[src/rtl/ifu_pkg.sv]
// Shared types and constants for the instruction fetch unit.
package ifu_pkg;

    localparam logic [31:0] RESET_PC_DEFAULT = 32'h8000_0000;
    localparam logic [31:0] INSTR_EBREAK     = 32'h0010_0073;
    localparam logic [31:0] INSTR_NOP        = 32'h0000_0013;

    typedef enum logic [1:0] {
        IDLE = 2'd0,
        REQ  = 2'd1,
        WAIT = 2'd2,
        HALT = 2'd3
    } ifu_state_e;

    function automatic logic [31:0] align_word(input logic [31:0] addr);
        return {addr[31:2], 2'b00};
    endfunction

endpackage

[src/rtl/ifu_pc_gen.sv]
// Fetch PC register: sequential +4 advance with word-aligned redirect override.
module ifu_pc_gen
    import ifu_pkg::*;
#(
    parameter int              XLEN     = 32,
    parameter logic [XLEN-1:0] RESET_PC = RESET_PC_DEFAULT
) (
    input  logic            clk,
    input  logic            rst,
    input  logic            advance,
    input  logic            redirect,
    input  logic [XLEN-1:0] redirect_pc,
    output logic [XLEN-1:0] fetch_pc
);

    logic [XLEN-1:0] fetch_pc_r;
    logic [XLEN-1:0] fetch_pc_s;

    // Redirect wins over a same-cycle grant: the granted word is killed anyway.
    always_comb begin
        fetch_pc_s = fetch_pc_r;
        if (redirect) begin
            fetch_pc_s = align_word(redirect_pc);
        end else if (advance) begin
            fetch_pc_s = fetch_pc_r + 32'd4;
        end else begin
            fetch_pc_s = fetch_pc_r;
        end
    end

    // PC state register.
    always_ff @(posedge clk or posedge rst) begin
        if (rst) begin
            fetch_pc_r <= RESET_PC;
        end else begin
            fetch_pc_r <= fetch_pc_s;
        end
    end

    assign fetch_pc = fetch_pc_r;

endmodule

[src/rtl/ifu_fetch.sv]
// Instruction fetch stage: one outstanding imem request, output register with valid/ready.
// Optional feature macro: IFU_EBREAK_HALT_EN (halt after an accepted EBREAK).
module ifu_fetch
    import ifu_pkg::*;
#(
    parameter logic [31:0] RESET_PC = RESET_PC_DEFAULT,
    parameter int          XLEN     = 32
) (
    input  logic            clk,
    input  logic            rst,
    output logic            imem_req,
    output logic [XLEN-1:0] imem_addr,
    input  logic            imem_gnt,
    input  logic            imem_rvalid,
    input  logic [XLEN-1:0] imem_rdata,
    input  logic            redirect_valid,
    input  logic [XLEN-1:0] redirect_pc,
    output logic            out_valid,
    input  logic            out_ready,
    output logic [XLEN-1:0] out_pc,
    output logic [XLEN-1:0] out_instr
);

    ifu_state_e      state_r;
    ifu_state_e      state_s;
    logic            kill_r;
    logic            kill_s;
    logic [XLEN-1:0] issued_pc_r;
    logic [XLEN-1:0] fetch_pc_s;
    logic            out_valid_r;
    logic [XLEN-1:0] out_pc_r;
    logic [XLEN-1:0] out_instr_r;

    logic drain_s;
    logic redirect_s;
    logic ebreak_accept_s;
    logic req_s;
    logic gnt_s;
    logic resp_s;
    logic capture_s;

    assign drain_s    = out_valid_r & out_ready;
    assign redirect_s = redirect_valid & ((state_r == REQ) | (state_r == WAIT));

`ifdef IFU_EBREAK_HALT_EN
    assign ebreak_accept_s = drain_s & (out_instr_r == INSTR_EBREAK);
`else
    assign ebreak_accept_s = 1'b0;
`endif

    // A request only goes out when its response is guaranteed a slot in the output register.
    assign req_s     = (state_r == REQ) & (~out_valid_r | drain_s) & ~ebreak_accept_s;
    assign gnt_s     = req_s & imem_gnt;
    assign resp_s    = (state_r == WAIT) & imem_rvalid;
    assign capture_s = resp_s & ~kill_r & ~redirect_s;

    ifu_pc_gen #(
        .XLEN     (XLEN),
        .RESET_PC (RESET_PC)
    ) u_pc_gen (
        .clk         (clk),
        .rst         (rst),
        .advance     (gnt_s),
        .redirect    (redirect_s),
        .redirect_pc (redirect_pc),
        .fetch_pc    (fetch_pc_s)
    );

    // Next-state and kill-flag logic.
    always_comb begin
        state_s = state_r;
        kill_s  = kill_r;
        case (state_r)
            IDLE: begin
                state_s = REQ;
                kill_s  = 1'b0;
            end
            REQ: begin
                if (ebreak_accept_s) begin
                    state_s = HALT;
                end else if (gnt_s) begin
                    state_s = WAIT;
                    kill_s  = redirect_s;
                end else begin
                    state_s = REQ;
                end
            end
            WAIT: begin
                // A redirect coinciding with the response drops it directly; no kill needed.
                if (resp_s) begin
                    state_s = REQ;
                    kill_s  = 1'b0;
                end else begin
                    state_s = WAIT;
                    kill_s  = kill_r | redirect_s;
                end
            end
            HALT: begin
                state_s = HALT;
                kill_s  = 1'b0;
            end
            default: begin
                state_s = IDLE;
                kill_s  = 1'b0;
            end
        endcase
    end

    // FSM state, kill flag and PC of the outstanding request.
    always_ff @(posedge clk or posedge rst) begin
        if (rst) begin
            state_r     <= IDLE;
            kill_r      <= 1'b0;
            issued_pc_r <= RESET_PC;
        end else begin
            state_r <= state_s;
            kill_r  <= kill_s;
            if (gnt_s) begin
                issued_pc_r <= fetch_pc_s;
            end
        end
    end

    // Output register: flush on redirect, load on a live response, clear on handshake.
    always_ff @(posedge clk or posedge rst) begin
        if (rst) begin
            out_valid_r <= 1'b0;
            out_pc_r    <= 32'h0000_0000;
            out_instr_r <= INSTR_NOP;
        end else if (redirect_s) begin
            out_valid_r <= 1'b0;
        end else if (capture_s) begin
            out_valid_r <= 1'b1;
            out_pc_r    <= issued_pc_r;
            out_instr_r <= imem_rdata;
        end else if (drain_s) begin
            out_valid_r <= 1'b0;
        end
    end

    assign imem_req  = req_s;
    assign imem_addr = fetch_pc_s;
    assign out_valid = out_valid_r;
    assign out_pc    = out_pc_r;
    assign out_instr = out_instr_r;

endmodule

[config.mk]
export PLATFORM = sky130hd
export DESIGN_NAME = ifu_fetch
export DESIGN_NICKNAME = d
export VERILOG_FILES = /design/src/rtl/ifu_pkg.sv /design/src/rtl/ifu_pc_gen.sv /design/src/rtl/ifu_fetch.sv
export SDC_FILE = /design/constraint.sdc
export NUM_CORES = 1
export LEC_CHECK = 0
export CORE_MARGIN = 1
export CORE_UTILIZATION = 28
export CTS_CLUSTER_DIAMETER = 40
export DETAILED_ROUTE_END_ITERATION = 6
export PLACE_DENSITY_LB_ADDON = 0.3
export RECOVER_POWER = 100
export SYNTH_ARGS = -nofsm -noshare
export SYNTH_HDL_FRONTEND = slang
export SYNTH_SLANG_ARGS = --single-unit
[constraint.sdc]
create_clock -name clk -period 5.5 [get_ports clk]
set_input_delay 1.375 -clock clk [delete_from_list [all_inputs] [get_ports clk]]
set_output_delay 1.375 -clock clk [all_outputs]
set_load 0.01 [all_outputs]
== Word level (Yosys, flattened, before mapping) ==
Cells that the tools add are included.

* Flip-flop bits (word level): 132
* Input port bits: 70
* Output and inout bits: 98
* Logic and storage cells: 41

* $add $sub $neg: 1
* Equality and inequality tests: 4
* Mux-type cells: 11
* Bitwise gates (word level): 13
* Reduce and logical (&&, ||, !) cells: 5

{| class="wikitable"
|+ Operators by type and width
! cell !! count
|-
| $mux W32 || 2
|-
| $add A32 B3 Y32 const B || 1
|-
| $pmux W2 S4 || 1
|-
| $and A1 B1 Y1 || 7
|-
| $mux W1 || 5
|-
| $eq A2 B2 Y1 const B || 2
|-
| $mux W2 || 2
|-
| $not A1 Y1 || 3
|-
| $or A1 B1 Y1 || 3
|-
| $pmux W1 S3 || 1
|-
| $reduce_bool A3 Y1 || 1
|-
| $eq A2 B1 Y1 const B || 1
|-
| $logic_not A2 Y1 || 1
|-
| $ne A2 B2 Y1 const B || 1
|-
| $reduce_and A2 Y1 || 1
|-
| $reduce_bool A2 Y1 || 1
|-
| $reduce_or A2 Y1 || 1
|}

== Logic depth before layout (Yosys ltp) ==
Gate-level depths: netlist of run 1.

* Depth after elaboration: 7
* Mapped depth: 7
* Mapped depth without buffers: 7

== By module ==
Synthesis of run 1 repeated with hierarchy kept, for this count alone.

* Cell total of the unflattened synthesis: 427
* Area total of the unflattened synthesis: 5788.1 µm²

{| class="wikitable"
|+ Modules (own cells, without submodules)
! module !! times used !! cells each !! area each (µm²) !! seq. area each (µm²)
|-
| ifu_fetch || 1 || 230 || 3998.8 || 2507.4
|-
| ifu_pc_gen || 1 || 197 || 1789.2 || 752.0
|}

== Worst setup path after synthesis of run 1 ==
Ideal clock, no wire load.

* Kind: in2out
* Start point: input port out_ready
* End point: output port imem_req
* Data arrival time: 1710 ps
* Data required time: 4125 ps
* Setup slack: 2415 ps
* Stages: 2
* Buffers on the path: 0
* Cell sequence: nand2b_1 and2_1

* Longest elaborated chain between the ends: 3

{| class="wikitable"
|+ RTL lines
! element !! RTL line !! text
|-
| start, declared || ifu_fetch.sv:19 || <nowiki>input logic out_ready,</nowiki>
|-
| $and A1 B1 Y1 || ifu_fetch.sv:42 || <nowiki>assign drain_s = out_valid_r & out_ready;</nowiki>
|-
| $or A1 B1 Y1 || ifu_fetch.sv:52 || <nowiki>assign req_s = (state_r == REQ) & (~out_valid_r | drain_s) & ~ebreak_accept_s;</nowiki>
|-
| $and A1 B1 Y1 || ifu_fetch.sv:52 ||
|-
| end, declared || ifu_fetch.sv:11 || <nowiki>output logic imem_req,</nowiki>
|}

No other way between the ends.

== Worst setup path after layout of run 1 ==
Ends and elaborated chain as after synthesis.

==> flow_summary.json, run 1 <==
{
  "placed_area_um2": 7360,
  "leakage_nw": 3.30,
  "cap_violations": 4,
  "numCtsBuffers": 17,
  "final_nets": 665,
  "grt_pass1_wl_um": 22900,
  "first_pass_iters": 6,
  "grt_pass1_vias": 4290,
  "cp_num_buf_inv": 2,
  "post_cts_buffers": 0,
  "path_clk_slew_ns": 0.05,
  "portBuffers": 161,
  "peakVddDrop_mv": 0.213,
  "synth-async-reset-ratio": 1.00,
  "grt_antenna_before_repair": 2,
  "synth_cells": 422,
  "synth-main-ff-cell": "dfrtp_1",
  "outcome": "complete, but fails checks",
  "clock_latency_ns": 0.41,
  "combPwrFrac": 0.373,
  "setup-tns-final_ns": 0,
  "synth_edf_count": 0,
  "critPathSlowestCell": "dlygate4sd3_1",
  "final_layout_size_suffix_gt1_frac": 0.226,
  "p_clk_frac": 0.237,
  "syn_avg_cell_area_um2": 12.9,
  "power_density_nw_per_um2": 565,
  "grt_max_degree": 75,
  "p_switching_mw": 1.43,
  "cp.required_ns": 4.12,
  "wire_per_inst_um": 16.2,
  "die_h_um": 142,
  "path_class": "in2out",
  "clkSinkCount": 126,
  "h-tree-depth": 4,
  "die-area_um2": 20000,
  "core-area_um2": 18900,
  "crit_path_cell_trace": "dlygate4sd3_1, nand2b_1, and2_1, dlygate4sd3_1",
  "worst_slew_margin_rel": -0.887,
  "p_seq_frac": 0.390,
  "grt_use_total": 0.150,
  "cts_resized": 0,
  "ys_types": 46,
  "fin_crit_ns": 4.29,
  "report.final.setup_viol": 0,
  "crit_top_cell": "dlygate4sd3_1",
  "ios": 168,
  "synth_top_area_frac": 0.555,
  "cts_tree": "yes",
  "clockBufferDepth": 2,
  "cts_hold_buf": 0,
  "slowest_delay_ns": 0.60,
  "vias": 3949,
  "cp_top_family": "buffers and inverters",
  "fin_skew_ns": 0.0123,
  "die_w_um": 142,
  "finalMaxSlewViolations": 169,
  "switching_share": 0.323,
  "root_buffer": "clkbuf_16",
  "synth_warnings": 0,
  "drc_errors": 0,
  "cp-end-kind": "output port",
  "dp_hpwl_um": 10100,
  "min_path_type": "reg2reg",
  "rsz0062_at_grt": "no",
  "yosysTopAreaCell": "dfrtp_1",
  "initial_core_util": 0.289,
  "drtAntennaViolNets": 0,
  "gp_congestion": 0.748,
  "worst_setup_path_start_kind": "input pin",
  "violations": "max-capacitance violations, max-slew violations",
  "period_share": 0.780,
  "fp-row-count": 50,
  "design_area_um2": 7870,
  "synthTopCellsByArea": "dfrtp_1, mux2_2, xor2_1",
  "vias_per_cell": 4.57,
  "p_int_mw": 3.01,
  "first_iter_violations": 171,
  "critPathArrivalTime_ns": 2.92,
  "routed_wl_um": 14000,
  "stdcell_count": 864,
  "synth_area_um2": 5450,
  "place_inst": 831,
  "fmax_ghz": 0.233,
  "finalHoldViolations": 0,
  "globalRouteOverflowTotal": 0,
  "syn_to_final_growth_pct": 44.3,
  "synth-seq-cells": 126,
  "worst_pin_slew_ns": 2.83,
  "yosysSeqAreaShare": 0.579,
  "cp_max_fo": 4
}
==> kinds of logic (layout without fill, tap and decap cells) <==
group	after synthesis	in the layout	synth area share
flip-flops	126	126	0.579
buffers and inverters	24	202	0.0216
multiplexers	93	93	0.192
other	1	5	0.000688
XOR/XNOR	23	23	0.0369
AO/OA/AOI/OAI	42	42	0.0443
AND/OR/NAND/NOR	108	108	0.114
adder cells (fa/ha/maj)	5	5	0.0115
==> final cells by class <==
| class | instances | area [um^2] |
|---|---|---|
| Clock inverter | 8 | 92.6 |
| Clock buffer | 24 | 462 |
| Inverter | 3 | 11.3 |
| Fill cell | 1814 | 11000 |
| Antenna cell | 1 | 2.50 |
| Multi-Input combinational cell | 275 | 2170 |
| Timing Repair Buffer | 167 | 1650 |
| Tap cell | 260 | 325 |
| Sequential cell | 126 | 3160 |
==> per-layer routing <==
metal,track usage,vias up,part of all wire
met5,0,-,0.00086
met4,0.0374,2,0.0077
met3,0.0567,15,0.062
met2,0.248,119,0.49
met1,0.183,1976,0.44
li1,-,1837,-
==> worst register-to-register path, cell delays in order (launching register included) <==
cell and delay [ns]:
dfrtp_1 0.38, inv_1 0.08, ha_1 0.30, and2_0 0.21, nor3_4 0.78, clkbuf_1 1.21, mux2_2 0.45
==> placed cells by master (no fill, tap or decap), types with 3 or more instances in the layout <==
cell type	instances
nand4_1	13
xnor2_1	6
nor2_1	12
o21ai_0	25
inv_1	3
buf_4	3
ha_1	5
conb_1	4
and4_1	4
nand2_1	36
and3_1	7
nor4_1	3
nand3_1	5
and2_1	6
xor2_1	17
mux2_2	91
clkdlybuf4s50_1	64
a31oi_1	5
clkinv_2	5
dfstp_2	5
clkbuf_1	9
dfrtp_1	121
a21oi_1	4
dlygate4sd3_1	97
clkbuf_16	17
==> worst paths after layout <==
kind / startpoint / endpoint / slack [ns] / cells past startpoint
setup / recovery: out_ready / imem_req / 1.21 / 4
hold / removal: out_pc[2]$_DFFE_PP0P_ / out_pc[2]$_DFFE_PP0P_ / 0.50 / 1
setup reg to reg: state_r[0]$_DFF_PP0_ / out_instr[5]$_DFFE_PP0P_ / 1.97 / 6
hold reg to reg: out_pc[2]$_DFFE_PP0P_ / out_pc[2]$_DFFE_PP0P_ / 0.50 / 1
max in group asynchronous: rst / out_pc[16]$_DFFE_PP0P_ / 1.44 / 3
min in group asynchronous: rst / issued_pc_r[8]$_DFFE_PP0P_ / 2.44 / 2
==> synthesized netlist by cell type, types with 5 or more instances <==
cell type,instances
o21ai_0,25
mux2_2,92
dfrtp_1,121
nand3_1,5
nor2_1,12
a31oi_1,5
ha_1,5
xor2_1,17
nand2_1,35
and3_1,7
xnor2_1,6
and2_1,7
clkbuf_1,6
nand4_1,13
buf_2,10
dfstp_2,5
==> power by group through the flow <==
stage	combinational, mW	sequential (mW)	clock (mW)
after floorplan	0.758	1.83	0
after global placement	1.77	1.73	0
after detailed placement	1.81	1.77	0
after CTS	1.82	1.75	1.09
after global routing	1.82	1.82	1.13
final	1.66	1.73	1.05
==> sequential cells by signal, indices dropped and copies added, names as in the netlist <==
name               cells
out_instr             32
out_valid              1
issued_pc_r           30
state_r                2
out_pc                30
u_pc_gen.fetch_pc     30
kill_r                 1
==> through the flow <==
stage | utilization | worst slack [ns] | hold WS, ns | total power, mW
2_1_floorplan | - | 0.777 | 0.475 | 2.59
3_3_place_gp | 0.389 | 1.41 | 0.484 | 3.50
3_5_place_dp | 0.389 | 1.41 | 0.491 | 3.58
4_1_cts | 0.419 | 1.41 | 0.506 | 4.66
5_1_grt | 0.416 | 0.741 | 0.515 | 4.77
6_report | 0.416 | 1.21 | 0.495 | 4.44
(Power assumes the default switching activity.)
==> run 2, diff against run 1 <==
Clock period 5.5 ns to 3.9 ns, I/O delays scaled along.
==> flow_summary.json, run 2 (synthesis results as in run 1) <==
{
  "clock_latency_ns": 0.41,
  "leakage_nw": 3.35,
  "vias": 3924,
  "routed_wl_um": 13800,
  "violations": "max-capacitance violations, max-slew violations",
  "first_iter_violations": 79,
  "grt_max_degree": 49,
  "critPathSlowestCell": "dlygate4sd3_1",
  "crit_top_cell": "dlygate4sd3_1",
  "largest_reg_flops": 32,
  "cts_resized": 0,
  "top_usage_layer": "met2",
  "globalRouteOverflowTotal": 0,
  "finalMaxSlewViolations": 84,
  "die-area_um2": 20000,
  "die_w_um": 142,
  "path_clk_slew_ns": 0.05,
  "first_pass_iters": 4,
  "fin_crit_ns": 3.53,
  "drc_errors": 0,
  "grt_pass1_wl_um": 22400,
  "numCtsBuffers": 17,
  "cp.required_ns": 2.92,
  "portBuffers": 161,
  "wire_per_inst_um": 15.9,
  "critPathArrivalTime_ns": 2.55,
  "grt_use_met3": 0.0537,
  "met2_usage": 0.229,
  "period_share": 0.905,
  "worst_slew_margin_rel": -0.247,
  "grt_pass1_vias": 4149,
  "setup-tns-final_ns": 0,
  "fin_skew_ns": 0.00793,
  "grt_use_total": 0.148,
  "final_nets": 665,
  "peakVddDrop_mv": 0.322,
  "mostFrequentLayoutCells": "dfrtp_1, dlygate4sd3_1, mux2_2",
  "path_class": "in2out",
  "totalPowerFinal_mw": 6.44,
  "ios": 168,
  "dp_hpwl_um": 9750,
  "layout_setup_ws_ns": 0.371,
  "gp_congestion": 0.769,
  "cp_max_fo": 4,
  "clockBufferDepth": 2,
  "die_h_um": 142,
  "final_common_cell": "dfrtp_1",
  "cp-end-kind": "output port",
  "cts_tree": "yes",
  "initial_core_util": 0.289,
  "cap_violations": 2,
  "min_path_type": "reg2reg",
  "h-tree-depth": 4,
  "utilization": 0.422,
  "grt_antenna_before_repair": 1,
  "crit_path_cell_trace": "dlygate4sd3_1, nand2b_1, and2_1, dlygate4sd3_1",
  "p_seq_frac": 0.377,
  "slowest_delay_ns": 0.61,
  "report.final.setup_viol": 0,
  "post-place-ws_ns": 0.582,
  "post_cts_buffers": 0,
  "fp-row-count": 50,
  "core-area_um2": 18900,
  "final_layout_size_suffix_gt1_frac": 0.239,
  "finalHoldViolations": 0,
  "vias_per_cell": 4.54,
  "p_switching_mw": 2.04,
  "worst_setup_path_start_kind": "input pin",
  "worst_pin_slew_ns": 1.87,
  "power_density_nw_per_um2": 808,
  "rsz0062_at_grt": "no",
  "switching_share": 0.316,
  "root_buffer": "clkbuf_16",
  "use_met1": 0.190,
  "cts_hold_buf": 0,
  "p_clk_frac": 0.262,
  "drtAntennaViolNets": 0,
  "outcome": "complete, but fails checks",
  "clkSinkCount": 126,
  "combPwrFrac": 0.361,
  "fmax_ghz": 0.283,
  "syn_to_final_growth_pct": 46.2,
  "p_int_mw": 4.41
}
run 2: cell count changes in the layout (fill, tap and decap cells not counted), moves of 2 or more:
cell | before | now
buf_4 | 3 | 0
buf_12 | 0 | 2
bufinv_16 | 2 | 4
clkbuf_2 | 0 | 2
clkbuf_8 | 1 | 3
clkbuf_1 | 9 | 3
run 2: power by group through the flow:
| stage | Sequential (mW) | Combinational [mW] | Clock, mW |
|---|---|---|---|
| after global routing | 2.55 | 2.54 | 1.80 |
| after CTS | 2.47 | 2.56 | 1.74 |
| final | 2.43 | 2.32 | 1.69 |
| after global placement | 2.45 | 2.49 | 0 |
| after floorplan | 2.58 | 1.07 | 0 |
| after detailed placement | 2.48 | 2.55 | 0 |
run 2: per-stage QoR:
| stage | cells | cell area [um^2] | hold WS [ns] |
|---|---|---|---|
| 5_1_grt | 863 | 7970 | 0.516 |
| 2_1_floorplan | 425 | 5470 | 0.475 |
| 3_3_place_gp | 831 | 7380 | 0.484 |
| 4_1_cts | 863 | 8010 | 0.502 |
| 3_5_place_dp | 831 | 7380 | 0.488 |
| 6_report | 864 | 7970 | 0.497 |
run 2: area by class of cell:
cell class	instances	area, um^2
sequential	126	3160
inverter	3	12.5
antenna	1	2.50
timing repair buffer	167	1670
multi-input combinational	275	2170
tap	260	325
clock buffer	21	470
clock inverter	11	161
fill	1848	10900
run 2: final timing paths:
kind,from,end,slack (ns),depth (start not counted)
max in group asynchronous,rst,u_pc_gen.fetch_pc[17]$_DFFE_PP0P_,1.52,3
hold reg to reg,out_pc[7]$_DFFE_PP0P_,out_pc[7]$_DFFE_PP0P_,0.50,1
hold / removal,out_pc[7]$_DFFE_PP0P_,out_pc[7]$_DFFE_PP0P_,0.50,1
min in group asynchronous,rst,out_instr[30]$_DFFE_PP0P_,1.45,2
setup reg to reg,state_r[1]$_DFF_PP0_,issued_pc_r[21]$_DFFE_PP0P_,1.00,6
setup / recovery,out_ready,imem_req,0.37,4
run 2: critical path, delay by kind of cell:
kind                   cells  cell delay, ns
AND/OR/NAND/NOR            2            0.40
buffers and inverters      2            1.19
run 2: routing by layer:
metal  wire (um)  part of all wire
met5           0                 0
met4         238             0.017
met3         866             0.063
met2        6460              0.47
met1        6220              0.45
